[src/rtl/tensor_product_scheduler.sv]
// Round-robin scheduler sharing one tensor_product datapath among NUM_REQ requesters.
// Job completion is timed by a local counter because the datapath valid flag is sticky.
module tensor_product_scheduler #(
  parameter int NUM_REQ           = 2,
  parameter int A_VECTOR_LEN      = 5,
  parameter int B_VECTOR_LEN      = 5,
  parameter int A_CELL_WIDTH      = 8,
  parameter int B_CELL_WIDTH      = 8,
  parameter int RESULT_CELL_WIDTH = 8,
  parameter int TILING_H          = 1,
  parameter int TILING_V          = 1
) (
  input  logic                                                  clk,
  input  logic                                                  rst,
  input  logic [NUM_REQ-1:0]                                    req,
  input  logic [NUM_REQ*A_VECTOR_LEN*A_CELL_WIDTH-1:0]          req_a,
  input  logic [NUM_REQ*B_VECTOR_LEN*B_CELL_WIDTH-1:0]          req_b,
  output logic [NUM_REQ-1:0]                                    grant,
  output logic [NUM_REQ-1:0]                                    done,
  output logic                                                  done_error,
  output logic [A_VECTOR_LEN*B_VECTOR_LEN*RESULT_CELL_WIDTH-1:0] result,
  output logic                                                  busy,
  output logic                                                  tp_start,
  output logic [A_VECTOR_LEN*A_CELL_WIDTH-1:0]                  tp_a,
  output logic [B_VECTOR_LEN*B_CELL_WIDTH-1:0]                  tp_b,
  input  logic [A_VECTOR_LEN*B_VECTOR_LEN*RESULT_CELL_WIDTH-1:0] tp_result,
  input  logic                                                  tp_error
);

  localparam int A_BITS     = A_VECTOR_LEN * A_CELL_WIDTH;
  localparam int B_BITS     = B_VECTOR_LEN * B_CELL_WIDTH;
  localparam int RUN_CYCLES = ((A_VECTOR_LEN + TILING_V - 1) / TILING_V) *
                              ((B_VECTOR_LEN + TILING_H - 1) / TILING_H);
  localparam int CNT_W      = $clog2(RUN_CYCLES + 1);
  localparam int IDX_W      = (NUM_REQ > 1) ? $clog2(NUM_REQ) : 1;

  localparam logic [1:0] S_IDLE    = 2'd0;
  localparam logic [1:0] S_LAUNCH  = 2'd1;
  localparam logic [1:0] S_WAIT    = 2'd2;
  localparam logic [1:0] S_CAPTURE = 2'd3;

  logic [1:0]         state;
  logic [CNT_W-1:0]   wait_cnt;
  logic               err_snap;
  logic [IDX_W-1:0]   last_grant;
  logic [IDX_W-1:0]   owner;
  logic [IDX_W-1:0]   winner;
  logic               found;
  logic [NUM_REQ-1:0] winner_onehot;
  logic [A_BITS-1:0]  sel_a;
  logic [B_BITS-1:0]  sel_b;

  // Round-robin search begins just after the previous owner so nobody starves.
  always_comb begin
    winner = last_grant;
    found  = 1'b0;
    for (int i = 1; i <= NUM_REQ; i++) begin
      if (!found && req[(int'(last_grant) + i) % NUM_REQ]) begin
        found  = 1'b1;
        winner = IDX_W'((int'(last_grant) + i) % NUM_REQ);
      end
    end
  end

  always_comb begin
    sel_a         = '0;
    sel_b         = '0;
    winner_onehot = '0;
    for (int k = 0; k < NUM_REQ; k++) begin
      if (winner == IDX_W'(k)) begin
        sel_a            = req_a[k*A_BITS +: A_BITS];
        sel_b            = req_b[k*B_BITS +: B_BITS];
        winner_onehot[k] = 1'b1;
      end
    end
  end

  assign busy = (state != S_IDLE);

  // Operands are latched at grant and held until capture; the datapath reads them every run cycle.
  always_ff @(posedge clk) begin
    if (rst) begin
      state      <= S_IDLE;
      grant      <= '0;
      done       <= '0;
      done_error <= 1'b0;
      tp_start   <= 1'b0;
      result     <= '0;
      tp_a       <= '0;
      tp_b       <= '0;
      last_grant <= IDX_W'(NUM_REQ - 1);
      owner      <= '0;
      wait_cnt   <= '0;
      err_snap   <= 1'b0;
    end else begin
      tp_start   <= 1'b0;
      done       <= '0;
      done_error <= 1'b0;
      case (state)
        S_IDLE: begin
          if (|req) begin
            grant    <= winner_onehot;
            owner    <= winner;
            tp_a     <= sel_a;
            tp_b     <= sel_b;
            tp_start <= 1'b1;
            state    <= S_LAUNCH;
          end
        end
        S_LAUNCH: begin
          err_snap <= tp_error;
          wait_cnt <= '0;
          state    <= S_WAIT;
        end
        S_WAIT: begin
          if (wait_cnt == CNT_W'(RUN_CYCLES - 1)) begin
            state <= S_CAPTURE;
          end else begin
            wait_cnt <= wait_cnt + 1'b1;
          end
        end
        S_CAPTURE: begin
          result     <= tp_result;
          done       <= grant;
          done_error <= tp_error & ~err_snap;
          last_grant <= owner;
          grant      <= '0;
          state      <= S_IDLE;
        end
        default: state <= S_IDLE;
      endcase
    end
  end

endmodule

[config.mk]
export PLATFORM = sky130hd
export DESIGN_NAME = tensor_product_scheduler
export DESIGN_NICKNAME = d
export VERILOG_FILES = /design/src/rtl/tensor_product_scheduler.sv
export SDC_FILE = /design/constraint.sdc
export NUM_CORES = 1
export LEC_CHECK = 0
export CAP_MARGIN = 5
export CELL_PAD_IN_SITES_DETAIL_PLACEMENT = 0
export CELL_PAD_IN_SITES_GLOBAL_PLACEMENT = 2
export CORE_ASPECT_RATIO = 0.6
export CORE_MARGIN = 4
export CORE_UTILIZATION = 22
export DETAILED_ROUTE_END_ITERATION = 10
export GPL_TIMING_DRIVEN = 1
export PLACE_DENSITY_LB_ADDON = 0.1
export SLEW_MARGIN = 15
export SYNTH_ARGS = -nofsm -noshare
export SYNTH_HDL_FRONTEND = slang
export SYNTH_SLANG_ARGS = --single-unit
[constraint.sdc]
create_clock -name clk -period 1.6 [get_ports clk]
set_input_delay 0.24 -clock clk [delete_from_list [all_inputs] [get_ports clk]]
set_output_delay 0.24 -clock clk [all_outputs]
set_load 0.005 [all_outputs]
==> metrics.txt, run 1 <==
simple-gate area share of the yosys netlist=0.138; CP Max Fanout=20; Post-Synthesis Cell Area=11900 um^2; Synth Area in XOR/XNOR=0; Root Driver=clkbuf_16; final setup vio count=0; worst path cell trace=inv_1 -> ha_4 -> o21a_4 -> buf_12 -> clkbuf_16 -> buf_4 -> a311oi_2; endpoint class of the critical path=register; antenna-violating nets left=0; power per cell area=1280 nW/um^2; initial drt markers=483; Placer Congestion=0.745; area leader, netlist=dfxtp_1; H-tree depth=2; CP top delay family=buffers and inverters; MaxCap Viol Count=0; Buffers & Inverters on Critical Path=4; Reg clk slew, reported paths=0.06 ns; detailed placer's ending HPWL=40000 um; port bufs=651; drt pass-1 iters=4; clock sink total=296; TNS Setup=0 ns; Yosys warnings=0; Worst Hold Class=in -> reg; worst r2r src=state[0]; # IOs=652; kind of critical path=reg -> reg; FF+latch count, synth=296; Clock Latency Late Sink=0.53 ns; Util after Layout=0.390; Die ar.=58100 um^2; die height=188 um; Mapped Nets=1566; first-pass GRT wire length=76700 um; Synth Area per Inst=9.98 um^2; row count=65; final worst-path cycle share=0.948; most frequent cell after synthesis=dfxtp_1; Final nets=2234; async set-or-reset flop fraction in the synthesized netlist=0; Final Hold Vio Count=0; Mapped Cells=1194; routed wire length=53000 um; wire per inst=20.4 um; CP required=2.02 ns; Worst VDD drop=533 uV; crit path from=state[0]; largest family of logic cells by synthesized area=multiplexers; grt ovf=0; CTS tree=done; vias in the first global route=11400; status=finished, final reports clean; initial antenna violation count=10; RSZ-0062 raised after global routing=false; largest net degree at the start of global routing=51; Crit path largest cell delay=0.32 ns; leakage=8.62 nW; Initial Utilization=0.225; total power=26.3 mW; Highest Clock Rate=660 MHz; Place WS=-0.265 ns; synth unique cells=33; Worst-Margin Slew=0.362 ns; CTS Buffer Depth=3; max-slew violations=0; ranking of synthesized cells by area=dfxtp_1 (50%), mux2i_1 (17%), nor2_1 (8.9%); WP data arrival=1.94 ns; post-synthesis compound-gate area fraction=0.130; Die X=308 um; Synth Area in Adders=0.00735; # DRC=0; CTS buffer count=36; core area=53000 um^2; DR vias/cell=4.33; Yosys top cell area share=0.497; startpoint types=register; Post-synth EDFFs=0; top_reg_cell synth=dfxtp_1; clock skew=0.0105 ns; GRT Util Overall=0.173; Slew headroom=0.759; post-synthesis mux area share=0.171; min cycle time layout=1.52 ns; worst hold start=rst; post-synthesis sequential area ratio=0.497; area grow syn2layout=73.4%; layout filler cell count=5352; layout cells sized above 1=0.111; top cells by count, synth=dfxtp_1 (296), nor2_1 (283), mux2i_1 (203); CP max stage cell=dfxtp_1; setup ws final=0.0838 ns; Via Count=11200
==> flip-flops by register name, summed over array words and instances (netlist names) <==
signal / cells
done: 2
result: 200
err_snap: 1
last_grant: 1
owner: 1
wait_cnt: 5
done_error: 1
grant: 2
tp_start: 1
tp_b: 40
state: 2
tp_a: 40
==> power by group <==
part | total (mW) | leakage, nW | internal (mW) | switching, mW
combinational | 8.90 | 5.65 | 4.66 | 4.24
sequential | 9.20 | 2.41 | 8.60 | 0.598
clock | 8.24 | 0.566 | 4.82 | 3.42
total | 26.3 | 8.62 | 18.1 | 8.26
==> repair_timing <==
item	4_1_cts	5_1_grt
pin swaps	0	5
resized for setup	294	10
gates cloned	0	2
endpoints found under the hold margin	0	0
buffers inserted	0	2
hold buffers	0	0
setup endpoints to repair	287	59
==> cell usage in the layout, fill, tap and decap left out, drive strengths merged, types with 2 or more instances in the layout <==
master and count:
buf 90, clkbuf 55, nand2 2, nand2b 5, dfxtp 296, and3b 2
nor3 3, inv 8, a21oi 7, a41oi 2, bufinv 2, nand4b 2
clkdlybuf4s50 363, o211ai 2, mux2i 203, ha 7, nand3 86, o21ai 84
clkinv 5, nor2 283, dlygate4sd2 285, diode 6, a311oi 81, nor2b 5
==> layout make-up <==
| cell class | instances | area, um^2 | share of cell area |
|---|---|---|---|
| Clock inverter | 10 | 121 | 0.00587 |
| Sequential cell | 296 | 5930 | 0.287 |
| Multi-Input combinational cell | 781 | 5380 | 0.261 |
| Timing Repair Buffer | 741 | 7270 | 0.352 |
| Tap cell | 703 | 880 | 0.0426 |
| Antenna cell | 6 | 15.0 | 0.000727 |
| Inverter | 6 | 22.5 | 0.00109 |
| Clock buffer | 53 | 1030 | 0.0501 |
==> metal layers <==
layer | vias up | part of all wire | track usage
li1 | 5529 | - | -
met1 | 5314 | 0.41 | 0.204
met2 | 325 | 0.49 | 0.300
met3 | 73 | 0.078 | 0.0575
met4 | 8 | 0.022 | 0.0472
met5 | - | 0.00076 | 0
==> worst paths after layout <==
kind,endpoint,slack (ns),depth (start not counted)
hold reg to reg,done_error,0.42,1
setup / recovery,tp_a[4],0.08,7
hold / removal,result[139],0.07,2
setup reg to reg,tp_a[4],0.08,7
==> worst register-to-register path: cells and delay by family (launching register included) <==
family,cells,cell delay (ns)
flops,1,0.32
compound gates,2,0.33
buf+inv,4,0.60
fa+ha+maj,1,0.18
==> cell families after synthesis <==
logic type,count (synthesis)
and+or+nand+nor,391
DFF,296
muxes,203
AOI/OAI and AO/OA,180
buffers and inverters,117
adders and majority gates,7
==> stage by stage <==
stage / area (um^2) / cells / hold slack, ns
floorplan: 11900 / 1194 / 0.387
global placement: 19700 / 2523 / 0.409
detailed placement: 19700 / 2523 / 0.413
CTS: 20500 / 2586 / 0.0645
global route: 20700 / 2596 / 0.0572
finish: 20700 / 2596 / 0.0714
Note: power is estimated with default switching activity, not from simulation.
==> inputs of run 2 (changes only) <==
--- a/config.mk
+++ b/config.mk
@@ -9,7 +9,6 @@
 export CELL_PAD_IN_SITES_DETAIL_PLACEMENT = 0
 export CELL_PAD_IN_SITES_GLOBAL_PLACEMENT = 2
 export CORE_ASPECT_RATIO = 0.6
-export CORE_MARGIN = 4
 export CORE_UTILIZATION = 22
 export DETAILED_ROUTE_END_ITERATION = 10
 export GPL_TIMING_DRIVEN = 1
==> run 2 against run 1 <==
Net effect:
- critical path depth shrank 1
- combinational power shrank 1%
- worst hold slack improved by 0.034 ns
- clock skew is 0.013 ns higher
- die area decreased by 5.1%
- first-iteration DRC count fell by 29%
- clock power increased by 6.1%
- wire length decreased by 5.6%
- global-route usage grew 0.14 points
- count of clock-buffer cells in the layout shrank 1
- setup slack lost 0.011 ns
- critical path type unchanged
- non-clock buffer count fell by 20
==> metrics.txt, run 2 (synthesized netlist as in run 1, its figures left out) <==
Largest Register=result; R2R Setup Slk=0.07 ns; min cycle time layout=1.53 ns; Worst VDD drop=573 uV; Placer Congestion=0.793; CP required=2.02 ns; Largest register FFs=200; Via Count=11000; Reg clk slew, reported paths=0.06 ns; Die X=302 um; # IOs=652; core area=53000 um^2; first-pass GRT wire length=73200 um; most frequent cells in the layout=clkdlybuf4s50_1 (363), dlygate4sd2_1 (286), dfxtp_1 (285), nor2_1 (283), mux2i_1 (201); Worst Hold Class=in -> reg; row count=65; grt ovf=0; WP data arrival=1.94 ns; max-slew violations=0; CTS tree=done; Post-Layout Cell Count=2579; Top Registers=result (200), tp_a (40), tp_b (40); layout cells sized above 1=0.108; clock skew=0.0232 ns; largest net degree at the start of global routing=54; MaxCap Viol Count=0; Cells after DPL=2505; routed wire length=50000 um; Final nets=2214; initial drt markers=342; Worst-Margin Slew=0.440 ns; Die ar.=55100 um^2; detailed placer's ending HPWL=36900 um; Slew headroom=0.707; RSZ-0062 raised after global routing=true; total power=26.7 mW; Initial Utilization=0.225; Setup Fix Bufs, Post-CTS=0; Final Hold Vio Count=0; wire per inst=19.4 um; startpoint types=register; vias in the first global route=11100; GRT Util Overall=0.174; die height=182 um; Clock Latency Late Sink=0.53 ns; CP Max Fanout=19; port bufs=651; final setup vio count=0; Highest Clock Rate=655 MHz; final worst-path cycle share=0.955; CTS Buffer Depth=3; leakage=8.59 nW; area grow syn2layout=73.4%; status=finished, final reports clean; # DRC=0; CTS buffer count=36; layout filler cell count=5371; CTS Hold Bufs=0; kind of critical path=reg -> reg; clock sink total=296; DR vias/cell=4.28; endpoint class of the critical path=register; Root Driver=clkbuf_16; drt pass-1 iters=4; initial antenna violation count=7; power per cell area=1290 nW/um^2; H-tree depth=2; commonest non-fill, non-tap cell in the layout=clkdlybuf4s50_1; antenna-violating nets left=0
run 2: metal layers:
metal  share of wire  track usage  routed length, um
met5         0.00026            0                 13
met4           0.018       0.0470                896
met1            0.41        0.204              20400
met3           0.070       0.0530               3480
met2            0.50        0.306              25200
run 2: what timing repair did:
item / CTS / global route
cloned: 0 / 2
pin swaps: 0 / 2
resized for setup: 302 / 11
endpoints found under the setup margin: 335 / 35
run 2: path summary, 6_finish.rpt:
check | start | to | cells after the start
max | state[1] | result[99] | 6
min | rst | result[137] | 2
max reg2reg | state[1] | result[99] | 6
min reg2reg | err_snap | done_error | 1
run 2: final cells by class:
cell class / count / area [um^2] / area share
repair buffers: 721 / 7180 / 0.347
flip-flops and latches: 296 / 5940 / 0.287
multi-input cells: 781 / 5380 / 0.260
clock buffers: 52 / 1060 / 0.0515
well taps: 703 / 880 / 0.0426
clock inverters: 12 / 180 / 0.00872
inverters: 6 / 22.5 / 0.00109
diodes: 8 / 20.0 / 0.000969
run 2: metrics by stage:
step                cell area (um^2)  TNS, ns  hold slack, ns  utilization  setup slack [ns]
global placement               19600   -13.13           0.411        0.370            -0.224
global route                   20700  -0.0152           0.107        0.390          -0.00578
finish                         20700        0           0.106        0.390            0.0726
floorplan                      11900        0           0.387            -             0.165
detailed placement             19600   -14.54           0.410        0.370            -0.224
CTS                            20500        0          0.0917        0.387            0.0258
run 2: report_power, final:
group | leakage (nW) | switching, mW | internal (mW)
Sequential | 2.41 | 0.578 | 8.61
Combinational | 5.57 | 4.12 | 4.66
Clock | 0.605 | 3.45 | 5.29
Total | 8.59 | 8.15 | 18.6
run 2: worst max-delay path: stages, from the launching register on:
cell and delay (ns):
dfxtp_1 0.33, buf_4 0.14, ha_4 0.26, buf_12 0.19, buf_16 0.19, mux2i_1 0.24, nor2_1 0.06
